**config.mk**
```make
export PLATFORM = sky130hd
export DESIGN_NAME = ahb_arbiter
export DESIGN_NICKNAME = d
export VERILOG_FILES = /design/src/rtl/ahb_arbiter.sv
export SDC_FILE = /design/constraint.sdc
export NUM_CORES = 1
export LEC_CHECK = 0
export BUFFER_PORTS_ARGS = -buffer_cell sky130_fd_sc_hd__buf_2
export CAP_MARGIN = 20
export CORE_AREA = 2 2 80 82
export CTS_CLUSTER_DIAMETER = 100
export DETAILED_ROUTE_END_ITERATION = 8
export DIE_AREA = 0 0 82 84
export PLACE_DENSITY = 0.81
export SLEW_MARGIN = 0
export SYNTH_ARGS = -nofsm -noshare
export SYNTH_HDL_FRONTEND = slang
export SYNTH_SLANG_ARGS = --single-unit
```
**constraint.sdc**
```tcl
create_clock -name clk -period 2.7 [get_ports clk]
set_input_delay 0.135 -clock clk [delete_from_list [all_inputs] [get_ports clk]]
set_output_delay 0.135 -clock clk [all_outputs]
set_load 0.05 [all_outputs]
```
**src/rtl/ahb_arbiter.sv**
```systemverilog
// ahb_arbiter: two-master AHB-Lite arbiter with parking, burst beat limit and data-phase mux
module ahb_arbiter #(
  parameter int DEFAULT_MASTER = 0,
  parameter int MAX_BEATS = 8
) (
  input  logic        clk,
  input  logic        reset,
  input  logic        HBUSREQ0,
  input  logic        HBUSREQ1,
  input  logic [31:0] HADDR0,
  input  logic [31:0] HADDR1,
  input  logic [1:0]  HTRANS0,
  input  logic [1:0]  HTRANS1,
  input  logic        HWRITE0,
  input  logic        HWRITE1,
  input  logic [31:0] HWDATA0,
  input  logic [31:0] HWDATA1,
  input  logic        HREADY,
  output logic        HGRANT0,
  output logic        HGRANT1,
  output logic        HMASTER,
  output logic [31:0] HADDR,
  output logic [1:0]  HTRANS,
  output logic        HWRITE,
  output logic [31:0] HWDATA
);
  typedef enum logic [1:0] {PARK, OWN0, OWN1} state_t;
  localparam logic DM = 1'(DEFAULT_MASTER);
  localparam logic [7:0] MAXB = 8'(MAX_BEATS);
  state_t state_q, state_d;
  logic [7:0] beat_q, beat_d;
  logic last_q, last_d, dmaster_q;
  logic own_req, oth_req, release_c, force_c;
  // Address owner follows the state directly so grant and mux switch on the same edge
  always_comb begin
    HMASTER = state_q == OWN1 ? 1'b1 : state_q == OWN0 ? 1'b0 : DM;
    HGRANT0 = ~HMASTER;
    HGRANT1 = HMASTER;
    HADDR   = HMASTER ? HADDR1 : HADDR0;
    HTRANS  = HMASTER ? HTRANS1 : HTRANS0;
    HWRITE  = HMASTER ? HWRITE1 : HWRITE0;
    HWDATA  = dmaster_q ? HWDATA1 : HWDATA0;
    own_req = HMASTER ? HBUSREQ1 : HBUSREQ0;
    oth_req = HMASTER ? HBUSREQ0 : HBUSREQ1;
  end
  // Arbitration: park choice, voluntary release on IDLE/NONSEQ, forced release at beat limit
  always_comb begin
    state_d   = state_q;
    release_c = !own_req && (HTRANS == 2'b00 || HTRANS == 2'b10);
    force_c   = beat_q == MAXB && oth_req;
    if (HREADY) begin
      if (state_q == PARK)
        state_d = (HBUSREQ0 && HBUSREQ1) ? (last_q ? OWN0 : OWN1) :
                  HBUSREQ0 ? OWN0 : HBUSREQ1 ? OWN1 : PARK;
      else if (force_c || release_c)
        state_d = oth_req ? (HMASTER ? OWN0 : OWN1) : PARK;
    end
    beat_d = !HREADY ? beat_q :
             (state_d == PARK || state_d != state_q) ? 8'd0 :
             (HTRANS[1] && beat_q != MAXB) ? beat_q + 8'd1 : beat_q;
    last_d = state_d == OWN0 ? 1'b0 : state_d == OWN1 ? 1'b1 : last_q;
  end
  // State, beat counter, fairness memory and data-phase owner
  always_ff @(posedge clk or posedge reset) begin
    if (reset) begin
      state_q   <= PARK;
      beat_q    <= 8'd0;
      last_q    <= ~DM;
      dmaster_q <= DM;
    end else begin
      state_q   <= state_d;
      beat_q    <= beat_d;
      last_q    <= last_d;
      dmaster_q <= HREADY ? HMASTER : dmaster_q;
    end
  end
endmodule
```
==> flow_metrics.env <==
export IMPL_r2r_end="beat_q[1]"
export IMPL_buffer_ports_inserted=208
export IMPL_worst_r2r_cell_count=10
export IMPL_required_ps=2870
export IMPL_floorplan_die_width_um=82
export IMPL_routedLengthMet1_um=2575
export IMPL_cpPeakStageDelay_ps=420
export IMPL_top_signal_layer_used="met4"
export IMPL_route_final_wire_length_um=6673
export IMPL_synth_edff_count=0
export IMPL_clk_pin_slew_worst_paths_ps=60
export IMPL_first_global_vias=1992
export IMPL_cp_num_cells=10
export IMPL_r2r_path_start="state_q[0]"
export IMPL_count_of_antenna_violating_nets_left_after_detailed_routing=0
export IMPL_effective_utilization_at_floorplan=0.2705
export IMPL_reg2reg_slack_ps=120
export IMPL_largest_net_degree_at_the_start_of_global_routing=37
export IMPL_grt_use_total=0.1765
export IMPL_synthesis_instances=168
export IMPL_slew_headroom=0.6377
export IMPL_fin_skew_ps=4.132
export IMPL_routed_wire_length_per_instance_um=14.57
export IMPL_fmax_mhz=388.0
export IMPL_critPathCaptureType="register"
export IMPL_cts_max_path_buffers=2
export IMPL_multiInputGateArea_mm2=0.001313
export IMPL_number_of_warnings_printed_during_yosys_synthesis=0
export IMPL_synthesis_area_mm2=0.001649
export IMPL_grt_overflow_total=0
export IMPL_whs_endpoint="state_q[1]"
export IMPL_setup_viol=0
export IMPL_synthArstFlopShare=1.000
export IMPL_layout_area_overhead_vs_synth_pct=78.15
export IMPL_post_layout_nonfiller_instances=458
export IMPL_h_tree_lvl_count=1
export IMPL_setup_worst_path_class="register to register"
export IMPL_register_area_um2=302.8
export IMPL_cts_root_buffer_cell="sky130_fd_sc_hd__clkbuf_8"
export IMPL_layout_filler_cells=584
export IMPL_synth_cell_type_count=44
export IMPL_netlist_area_leader_share=0.4575
export IMPL_hp_class="input pin to register"
export IMPL_post_place_worst_slack_ps=-33.98
export IMPL_holdCritStartpoint="HBUSREQ1"
export IMPL_path_cells="nor2b_4, mux2_4, a221oi_4, nand2b_4, a32oi_1, ha_2, a31o_2, o21bai_4, a21o_1, a21oi_2"
export IMPL_num_io_pins=209
export IMPL_final_hpwl_dp_um=5513
export IMPL_synth_seq_cells=12
export IMPL_antenna_violations_before_repair=0
export IMPL_min_period_over_period=0.9544
export IMPL_die_y_um=84
export IMPL_coreArea_mm2=0.006096
export IMPL_timing_final_max_slew_violations=0
export IMPL_cts_made_buffers=3
export IMPL_synth_yosys_seq_area_share=0.1829
export IMPL_worst_path_dominant_cell_family="compound AO/OA/AOI/OAI gates"
export IMPL_firstDrtPassIters=4
export IMPL_detailedRoute_firstIterationViolations=98
export IMPL_rsz0062_at_grt="false"
export IMPL_timing_worst_slew_pin_value_ps=532.9
export IMPL_post_route_drc_count=0
export IMPL_dp_cells=446
export IMPL_nets=525
export IMPL_num_vias=2126
export IMPL_std_cell_rows=29
export IMPL_timing_hold_ws_ps=288.2
export IMPL_power_density_mw_per_mm2=1091
export IMPL_number_of_sinks_handled_by_clock_tree_synthesis=12
export IMPL_wl_met2_um=3454
export IMPL_slowest_stage="sky130_fd_sc_hd__dfrtp_2"
export IMPL_fin_crit_ps=2577
export IMPL_wire_length_of_the_first_global_routing_pass_um=9604
export IMPL_dr_wl_met3_um=537
export IMPL_routability_cong=0.8416
export IMPL_final_layout_size_suffix_gt1_frac=0.8110
export IMPL_clock_tree_from_tritoncts="yes"
export IMPL_yosys_top_cells_area="sky130_fd_sc_hd__mux2_2, sky130_fd_sc_hd__dfrtp_1, sky130_fd_sc_hd__ha_1"
export IMPL_syn_nets=311
export IMPL_p_leak_nw=1.553
export IMPL_clock_latency_at_the_later_pin_of_the_worst_skew_pair_ps=240
export IMPL_worst_path_max_fanout=6
export IMPL_start_kind="register"
export IMPL_setup_ws_ps=123.0
export IMPL_finalHoldViolCount=0
export IMPL_power_ir_vdd_worst_mv=0.7152
export IMPL_crit_path_arrival_time_ps=2750
export IMPL_synth_main_ff_cell="sky130_fd_sc_hd__dfrtp_1"
export IMPL_syn_area_per_cell_um2=9.816
export IMPL_holdPathStages=3
export IMPL_cap_viol_max_count=0
export IMPL_antennaDiodeCount=0
export IMPL_post_synth_top_area_cell="sky130_fd_sc_hd__mux2_2"
export IMPL_fp_dieArea_mm2=0.006888
export IMPL_outcome="finished clean"
export IMPL_crit_buf_inv=0
export IMPL_detail_route_vias_per_cell=4.642
[cell usage in the layout, fill, tap and decap left out, types with 2 or more instances in the layout]
| master | Yosys | routed |
|---|---|---|
| sky130_fd_sc_hd__a21boi_0 | 2 | 2 |
| sky130_fd_sc_hd__a21oi_1 | 5 | 4 |
| sky130_fd_sc_hd__a2bb2oi_2 | 1 | 2 |
| sky130_fd_sc_hd__and3_1 | 4 | 3 |
| sky130_fd_sc_hd__buf_2 | 4 | 208 |
| sky130_fd_sc_hd__buf_4 | 1 | 12 |
| sky130_fd_sc_hd__clkbuf_8 | 0 | 4 |
| sky130_fd_sc_hd__dfrtp_1 | 11 | 10 |
| sky130_fd_sc_hd__ha_1 | 4 | 3 |
| sky130_fd_sc_hd__inv_1 | 8 | 8 |
| sky130_fd_sc_hd__mux2_2 | 67 | 67 |
| sky130_fd_sc_hd__nand2_1 | 8 | 8 |
| sky130_fd_sc_hd__nand3_1 | 3 | 3 |
| sky130_fd_sc_hd__nor2_1 | 9 | 9 |
| sky130_fd_sc_hd__nor3_1 | 2 | 2 |
| sky130_fd_sc_hd__nor4b_2 | 0 | 2 |
| sky130_fd_sc_hd__o31ai_1 | 2 | 2 |
| sky130_fd_sc_hd__xnor2_1 | 3 | 3 |
[sequential cells by signal, indices dropped and copies added, names as in the netlist]
register   flops
beat_q         8
last_q         1
state_q        2
dmaster_q      1
[through the flow]
step	power, mW	area, um2	setup TNS, ps	utilization
6_report	3.206	2938	0	0.4819
5_1_grt	3.362	2938	0	0.4819
4_1_cts	3.124	2843	0	0.4663
3_5_place_dp	2.909	2770	-36.15	0.4544
3_3_place_gp	2.870	2770	0	0.4544
2_1_floorplan	2.355	1649	0	-
[per-layer routing]
metal / vias to the layer above / global-route usage
met2: 120 / 0.3193
li1: 1052 / -
met3: 10 / 0.03030
met5: - / 0
met1: 944 / 0.2142
met4: 0 / 0.03333
[cell usage after synthesis (all sizes together), types with 2 or more instances]
library cell and number:
nor2 9, a21oi 5, nor3 2, inv 8, clkbuf 6, xnor2 3, a21boi 2, ha 4
mux2i 2, mux2 68, nand2 8, and3 4, o21ai 2, buf 6, dfrtp 11, a2bb2oi 2
nand3 3, nor4b 2, o31ai 2
[power breakdown]
part	total [mW]	internal, mW	switching [mW]
combinational	2.74	0.914	1.83
clock	0.199	0.129	0.0703
sequential	0.267	0.232	0.0349
total	3.21	1.27	1.93
[cell type report]
type | instances | share of cell area
sequential | 12 | 0.1031
timing repair buffer | 221 | 0.3884
tap | 77 | 0.03279
multi-input combinational | 136 | 0.4468
clock buffer | 4 | 0.01874
inverter | 8 | 0.01022
[timing repair]
| item | 4_1_cts | 5_1_grt |
|---|---|---|
| endpoints found under the hold margin | 11 | 0 |
| gates resized for setup | 1 | 10 |
| pin swaps | 1 | 5 |
| hold buffers | 1 | 0 |
| setup buffers | 0 | 7 |
| setup endpoints to repair | 2 | 8 |
[worst min-delay path, cell delays in order]
cell and delay (ps):
sky130_fd_sc_hd__buf_2 140, sky130_fd_sc_hd__nand2_1 120, sky130_fd_sc_hd__o2bb2ai_1 90
[how the worst max path moves through the flow]
stage | start | endpoint | slack (ps)
2_1_floorplan | state_q[1] | beat_q[1] | 80
3_3_place_gp | state_q[0] | beat_q[1] | 80
3_5_place_dp | state_q[0] | beat_q[1] | -30
4_1_cts | state_q[0] | beat_q[1] | 5
5_1_grt | state_q[0] | beat_q[1] | 20
6_report | state_q[0] | beat_q[1] | 120
[cells by family after synthesis]
| family | Yosys count | synth area share |
|---|---|---|
| multiplexers | 70 | 0.4810 |
| adder cells (fa/ha/maj) | 4 | 0.03035 |
| AND/OR/NAND/NOR | 35 | 0.1078 |
| XOR/XNOR | 3 | 0.01594 |
| flip-flops | 12 | 0.1829 |
| AO/OA/AOI/OAI | 24 | 0.1267 |
| buffers and inverters | 20 | 0.05539 |
(Power assumes the default switching activity.)
